### config.mk
export PLATFORM = sky130hd
export DESIGN_NAME = button_press_pulser
export DESIGN_NICKNAME = d
export VERILOG_FILES = /design/src/rtl/button_press_pulser.sv
export SDC_FILE = /design/constraint.sdc
export NUM_CORES = 1
export LEC_CHECK = 0
export CORE_UTILIZATION = 63
export CTS_CLUSTER_DIAMETER = 80
export DETAILED_ROUTE_END_ITERATION = 7
export GPL_TIMING_DRIVEN = 0
export PLACE_DENSITY = 0.81
export SKIP_LAST_GASP = 1
export SYNTH_ARGS = -nofsm -noshare
export SYNTH_HDL_FRONTEND = slang
export SYNTH_SLANG_ARGS = --single-unit
### constraint.sdc
create_clock -name clk -period 4.5 [get_ports clk]
set_input_delay 1.125 -clock clk [delete_from_list [all_inputs] [get_ports clk]]
set_output_delay 1.125 -clock clk [all_outputs]
set_load 0.05 [all_outputs]
### src/rtl/button_press_pulser.sv
// button_press_pulser
// Turns a debounced button level into a press strobe, auto-repeat strobes
// while the button is held, and a release strobe when an accepted press ends.
// A button that is already down when the block comes out of reset or is
// re-enabled is ignored until it has been seen released.
module button_press_pulser #(
  parameter int unsigned HOLD_DELAY    = 50_000_000,
  parameter int unsigned REPEAT_PERIOD = 12_500_000,
  parameter int unsigned CNT_W         = 27
) (
  input  logic clk,
  input  logic rst_n,
  input  logic btn_level,
  input  logic enable,
  output logic press_pulse,
  output logic repeat_flag,
  output logic release_pulse,
  output logic held
);

  localparam logic [1:0] ST_LOCKOUT = 2'd0;
  localparam logic [1:0] ST_IDLE    = 2'd1;
  localparam logic [1:0] ST_WAIT    = 2'd2;
  localparam logic [1:0] ST_REPEAT  = 2'd3;

  localparam logic [CNT_W-1:0] CNT_ZERO    = {CNT_W{1'b0}};
  localparam logic [CNT_W-1:0] CNT_ONE     = {{(CNT_W-1){1'b0}}, 1'b1};
  localparam logic [CNT_W-1:0] HOLD_LAST   = CNT_W'(HOLD_DELAY - 32'd1);
  localparam logic [CNT_W-1:0] REPEAT_LAST = CNT_W'(REPEAT_PERIOD - 32'd1);

  logic [1:0]       state_r;
  logic [CNT_W-1:0] cnt_r;

  logic [1:0]       state_nxt_s;
  logic [CNT_W-1:0] cnt_nxt_s;
  logic             press_nxt_s;
  logic             repeat_nxt_s;
  logic             release_nxt_s;
  logic             held_nxt_s;

  // Next-state, counter and strobe decode; disable overrides every state.
  always_comb begin
    state_nxt_s   = state_r;
    cnt_nxt_s     = cnt_r;
    press_nxt_s   = 1'b0;
    repeat_nxt_s  = 1'b0;
    release_nxt_s = 1'b0;
    if (!enable) begin
      // Aborted hold: go quiet without a release strobe.
      state_nxt_s = ST_LOCKOUT;
      cnt_nxt_s   = CNT_ZERO;
    end else begin
      case (state_r)
        ST_LOCKOUT: begin
          cnt_nxt_s = CNT_ZERO;
          if (!btn_level) begin
            state_nxt_s = ST_IDLE;
          end else begin
            state_nxt_s = ST_LOCKOUT;
          end
        end
        ST_IDLE: begin
          cnt_nxt_s = CNT_ZERO;
          if (btn_level) begin
            state_nxt_s = ST_WAIT;
            press_nxt_s = 1'b1;
          end else begin
            state_nxt_s = ST_IDLE;
          end
        end
        ST_WAIT: begin
          if (!btn_level) begin
            // Release wins over a repeat falling due on the same edge.
            state_nxt_s   = ST_IDLE;
            cnt_nxt_s     = CNT_ZERO;
            release_nxt_s = 1'b1;
          end else if (cnt_r == HOLD_LAST) begin
            state_nxt_s  = ST_REPEAT;
            cnt_nxt_s    = CNT_ZERO;
            press_nxt_s  = 1'b1;
            repeat_nxt_s = 1'b1;
          end else begin
            cnt_nxt_s = cnt_r + CNT_ONE;
          end
        end
        ST_REPEAT: begin
          if (!btn_level) begin
            state_nxt_s   = ST_IDLE;
            cnt_nxt_s     = CNT_ZERO;
            release_nxt_s = 1'b1;
          end else if (cnt_r == REPEAT_LAST) begin
            cnt_nxt_s    = CNT_ZERO;
            press_nxt_s  = 1'b1;
            repeat_nxt_s = 1'b1;
          end else begin
            cnt_nxt_s = cnt_r + CNT_ONE;
          end
        end
        default: begin
          state_nxt_s = ST_LOCKOUT;
          cnt_nxt_s   = CNT_ZERO;
        end
      endcase
    end
    held_nxt_s = (state_nxt_s == ST_WAIT) || (state_nxt_s == ST_REPEAT);
  end

  // State, counter and registered outputs; reset parks the block in lockout.
  always_ff @(posedge clk or negedge rst_n) begin
    if (!rst_n) begin
      state_r       <= ST_LOCKOUT;
      cnt_r         <= CNT_ZERO;
      press_pulse   <= 1'b0;
      repeat_flag   <= 1'b0;
      release_pulse <= 1'b0;
      held          <= 1'b0;
    end else begin
      state_r       <= state_nxt_s;
      cnt_r         <= cnt_nxt_s;
      press_pulse   <= press_nxt_s;
      repeat_flag   <= repeat_nxt_s;
      release_pulse <= release_nxt_s;
      held          <= held_nxt_s;
    end
  end

endmodule
==> results of run 1 <==
## layer usage
| layer | up-vias | routed length [um] | global-route usage (%) |
|---|---|---|---|
| met5 | - | 0 | 0 |
| met4 | 0 | 44 | 10.5 |
| met3 | 6 | 131 | 8.70 |
| met2 | 34 | 1500 | 45.8 |
| met1 | 589 | 1490 | 36.0 |
| li1 | 582 | - | - |
## registers in the layout, indices dropped and copies added, names as in the netlist
signal	flops
held	1
cnt_r	27
repeat_flag	1
release_pulse	1
state_r	2
press_pulse	1
## final timing paths
check                                   start            end  slack, ns  cells after the start
worst max-delay path            release_pulse  release_pulse       1.90                      1
worst min-delay path                 cnt_r[0]       cnt_r[0]       0.51                      1
worst max register to register       cnt_r[0]      cnt_r[26]       2.07                      6
worst min register to register       cnt_r[0]       cnt_r[0]       0.51                      1
max in group asynchronous               rst_n       cnt_r[8]       3.22                      1
min in group asynchronous               rst_n       cnt_r[2]       0.82                      1
## per-stage QoR
step | area [um^2] | worst slack [ns] | cells
finish | 1750 | 1.90 | 203
global route | 1750 | 1.81 | 203
CTS | 1760 | 1.88 | 203
detailed placement | 1710 | 1.71 | 195
global placement | 1710 | 1.77 | 195
floorplan | 1600 | 2.49 | 160
## synth_stat cells, drive strengths merged
| cell type | number |
|---|---|
| a21boi | 1 |
| a31oi | 1 |
| and2 | 2 |
| and3 | 7 |
| and4 | 1 |
| buf | 2 |
| dfrtp | 33 |
| ha | 1 |
| inv | 2 |
| nand2 | 13 |
| nand2b | 1 |
| nand3 | 7 |
| nand4 | 11 |
| nand4b | 1 |
| nor2 | 34 |
| nor2b | 1 |
| nor3 | 3 |
| nor3b | 1 |
| nor4 | 4 |
| o211a | 2 |
| o22ai | 1 |
| or3 | 1 |
| or3b | 1 |
| or4 | 1 |
| or4b | 2 |
| or4bb | 1 |
| xnor2 | 9 |
| xor2 | 16 |
## kinds of logic after synthesis
logic type | Yosys count | share of synthesized area [%]
DFF | 33 | 51.5
xor gates and xnor gates | 25 | 13.7
AOI/OAI and AO/OA | 5 | 2.50
adders and majority gates | 1 | 0.781
buffers and inverters | 4 | 1.87
and+or+nand+nor | 92 | 29.7
## report_power, final
| group | internal [W] | switching [W] |
|---|---|---|
| logic | 0.00000532 | 0.0000116 |
| registers | 0.000298 | 0.00000142 |
| clock network | 0.0000594 | 0.0000974 |
## layout make-up
class / count / area share, %
inverters: 2 / 0.428
flip-flops and latches: 33 / 47.1
well taps: 28 / 2.00
clock buffers: 6 / 2.35
multi-input cells: 123 / 42.6
plain buffers: 2 / 1.28
repair buffers: 7 / 3.71
clock inverters: 2 / 0.571
==> qor.txt, run 1 <==
Period utilization: 57.8%
Worst-Margin Slew: 1.02 ns
Root buf cell: clkbuf_4
Initial antenna violation count: 0
Fraction of layout cells with a size suffix above 1: 6.86%
Max clock buf depth: 2
Worst hold slack: 0.506 ns
H-Tree Depth: 2
FP Rows: 17
CTS Hold Bufs: 0
Min-delay worst type: reg2reg
Slowest-stage cell, CP: clkdlybuf4s50_1
Slew Limit Fails: 0
Initial Util: 69.8%
Vias per std cell: 5.97
Register area: 826 um^2
Cell taking the most area after synthesis: dfrtp_1
DP Wirelength: 2230 um
Commonest non-fill, non-tap cell in the layout: nor2_1
Fmax: 385 MHz
Cell count after synthesis: 160
Arrival time worst endpoint: 1.48 ns
Sequential area share after synthesis: 51.5%
Final Hold Fails: 0
CP max FO: 1
Postcts setup bufs: 0
Synthesized area per cell: 10.0 um^2
PD cells: 270 mW/mm^2
CP Buf/Inv Count: 1
Core Box Area: 0.00230 mm^2
Die ar.: 0.00275 mm^2
CP required: 3.38 ns
Final net count: 179
Endpoints failing setup: 0
DRC viols: 0
Pwr Total: 0.000473 W
Vias in the first global route: 1231
Layout area overhead: 9.45%
Post-layout min period: 2.60 ns
CTS Buf Count: 5
CP top delay family: buffers and inverters
Die W: 52.4 um
Top cell type's share of synthesized area: 51.5%
Placer congestion estimate: 0.880
First-pass GRT wire length: 5420 um
ANT nets after route: 0
I/O pins: 8
CTS tree: done
Synth top area cells: dfrtp_1, xor2_1, nor2_1
# fillers: 159
Clk sinks: 33
Port Buf Inserts: 7
WS Path Type: reg2out
Yosys warns: 0
Max_slew headroom: 31.6%
RSZ-0062 raised after global routing: no
Max-cap check violation count: 0
Most frequent cells in the layout: nor2_1, dfrtp_1, xor2_1
Largest net degree at the start of global routing: 34
CP peak stage delay: 0.79 ns
Crit. End Element: primary output
Gr usage total: 28.5%
Cts repair resizes: 0
Vias: 1211
Worst path cell trace: clkdlybuf4s50_1
#FFs+latches synth: 33
Per-cell routed wire length: 15.6 um
Mapped Area: 0.00160 mm^2
Final Core Density: 76.4%
Global route total overflow: 0
Clk Latency, worst-skew pair: 0.34 ns
CTS clock-pin slew for the worst setup and hold paths: 0.10 ns
Worst Skew: 0.00984 ns
Final TNS setup: 0 ns
Worst vdd ir: 0.296 mV
Antenna diode count: 0
Status: complete, no violations
Drt total wl: 3170 um
Leakage Power: 0.727 nW
Post-Syn Nets: 165
Area of the multi-input gates: 747 um^2
Startpoint Class: register
Initial DRT Pass Iterations: 4
Die height: 52.4 um
Synth cell types: 30
Initial DRC count: 34
No activity file was read; power rests on OpenSTA's default activity.
==> run 2: changes to the inputs <==
--- a/config.mk
+++ b/config.mk
@@ -5,11 +5,11 @@
 export SDC_FILE = /design/constraint.sdc
 export NUM_CORES = 1
 export LEC_CHECK = 0
-export CORE_UTILIZATION = 63
+export CORE_UTILIZATION = 58
 export CTS_CLUSTER_DIAMETER = 80
 export DETAILED_ROUTE_END_ITERATION = 7
 export GPL_TIMING_DRIVEN = 0
-export PLACE_DENSITY = 0.81
+export PLACE_DENSITY = 0.75
 export SKIP_LAST_GASP = 1
 export SYNTH_ARGS = -nofsm -noshare
 export SYNTH_HDL_FRONTEND = slang
==> constraint.sdc (replaced) <==
create_clock -name clk -period 2.5 [get_ports clk]
set_input_delay 0.625 -clock clk [delete_from_list [all_inputs] [get_ports clk]]
set_output_delay 0.625 -clock clk [all_outputs]
set_load 0.05 [all_outputs]
==> run 2 against run 1 <==
Total power up 83%. Global-route usage down 4.7 points. Sequential share of layout area down 0.33 points. Flip-flop and latch count unchanged. Core utilization down 6.9 points. Non-clock buffer count unchanged. Setup slack worse by 1.6 ns. Clock power up 88%. Critical path depth up 5.
==> qor.txt, run 2 (synthesis gave the netlist of run 1 again) <==
Drt total wl: 3020 um
Endpoints failing setup: 0
Final worst slack: 0.268 ns
Fmax: 448 MHz
Top Registers: cnt_r x27, state_r x2
Cts repair resizes: 0
Worst path cell trace: or4b_1 > nor4_1 > or3b_1 > nand3_2 > buf_6 > nor2_1
Place WS: 0.161 ns
CTS tree: done
WS Path Type: reg2reg
Biggest register: cnt_r
CTS Hold Bufs: 0
CP Depth: 6
Commonest non-fill, non-tap cell in the layout: nor2_1
Max clock buf depth: 2
Max_slew headroom: 39.3%
# fillers: 202
Die height: 54.6 um
Final TNS setup: 0 ns
First-pass GRT wire length: 4840 um
Slew Limit Fails: 0
DRC viols: 0
Worst Skew: 0.00858 ns
Initial DRT Pass Iterations: 4
FF-to-FF path depth: 6
Placed Cells incl. Taps: 197
Antenna diode count: 0
Fraction of layout cells with a size suffix above 1: 6.90%
Clk sinks: 33
Period utilization: 89.3%
Largest net degree at the start of global routing: 34
CTS Buf Count: 5
Min-delay worst type: in2async
Global route total overflow: 0
Leakage Power: 0.727 nW
Reg2Reg Setup Slack: 0.27 ns
RSZ-0062 raised after global routing: no
Register area: 826 um^2
Max-cap check violation count: 0
Per-cell routed wire length: 14.8 um
Post-layout min period: 2.23 ns
Slowest-stage cell, CP: or4b_1
Arrival time worst endpoint: 2.45 ns
Postcts setup bufs: 0
Port Buf Inserts: 7
Initial Util: 63.0%
ANT nets after route: 0
Die W: 54.6 um
Worst vdd ir: 0.437 mV
Worst-Margin Slew: 0.903 ns
Fin cells: 204
Clk Latency, worst-skew pair: 0.33 ns
Initial antenna violation count: 0
Initial DRC count: 30
Vias in the first global route: 1100
Max reg flops: 27
H-Tree Depth: 2
DP Wirelength: 2110 um
Crit. End Element: register
Layout area overhead: 10.2%
CP Buf/Inv Count: 1
Vias: 1187
PD cells: 489 mW/mm^2
CP required: 2.72 ns
CP peak stage delay: 0.57 ns
Placer congestion estimate: 0.891
Area of the multi-input gates: 753 um^2
Final net count: 179
CP top delay family: simple AND/OR/NAND/NOR gates
Core Box Area: 0.00254 mm^2
FP Rows: 18
Startpoint Class: register
Most frequent cells in the layout: nor2_1, dfrtp_1, xor2_1
CP max FO: 10
Root buf cell: clkbuf_4
I/O pins: 8
Vias per std cell: 5.82
CTS clock-pin slew for the worst setup and hold paths: 0.09 ns
Status: complete, no violations
Final Hold Fails: 0
Die ar.: 0.00298 mm^2
Gr usage total: 23.8%
==> run 2: changes by cell type in the layout (fill, tap and decap cells not counted) <==
cell and change:
clkbuf_8 +1, nor4_1 -1, clkinv_2 -2, nor4_2 +1
==> run 2: final cells by class <==
type | count | area share [%]
Buffer | 2 | 1.27
Clock buffer | 7 | 3.12
Inverter | 2 | 0.425
Multi-Input combinational cell | 123 | 42.6
Sequential cell | 33 | 46.7
Tap cell | 30 | 2.12
Timing Repair Buffer | 7 | 3.68
==> run 2: worst paths after layout <==
check | start | endpoint
min reg2reg | cnt_r[0] | cnt_r[0]
max | cnt_r[16] | cnt_r[11]
max in group asynchronous | rst_n | cnt_r[19]
max reg2reg | cnt_r[16] | cnt_r[11]
min | rst_n | cnt_r[0]
min in group clk | cnt_r[0] | cnt_r[0]
==> run 2: power by group <==
part | internal [W] | switching [W] | total [W]
logic | 0.00000958 | 0.0000210 | 0.0000306
clock network | 0.000133 | 0.000162 | 0.000295
registers | 0.000536 | 0.00000254 | 0.000539
total | 0.000678 | 0.000186 | 0.000864
==> run 2: routing by layer <==
layer / vias up / wire length, um / track usage [%]
met3: 6 / 121 / 8.89
li1: 583 / - / -
met4: 0 / 42 / 9.83
met5: - / 0 / 0
met2: 22 / 1440 / 37.2
met1: 576 / 1420 / 29.4
==> run 2: stage by stage <==
step                util, %  hold slack [ns]  total power (W)  cell area, um^2
global route           69.4            0.394         0.000905             1770
CTS                    69.4            0.500         0.000875             1770
finish                 69.4            0.337         0.000864             1770
floorplan                 -            0.329         0.000560             1600
detailed placement     67.2            0.486         0.000581             1710
global placement       67.2            0.481         0.000580             1710
==> run 3: changes to the inputs <==
--- a/config.mk
+++ b/config.mk
@@ -8,6 +8,7 @@
 export CORE_UTILIZATION = 58
 export CTS_CLUSTER_DIAMETER = 80
 export DETAILED_ROUTE_END_ITERATION = 7
+export GPL_ROUTABILITY_DRIVEN = 1
 export GPL_TIMING_DRIVEN = 0
 export PLACE_DENSITY = 0.75
 export SKIP_LAST_GASP = 1
==> results of run 3 <==
The final DEF is identical to that of run 2; final timing and power are the same.
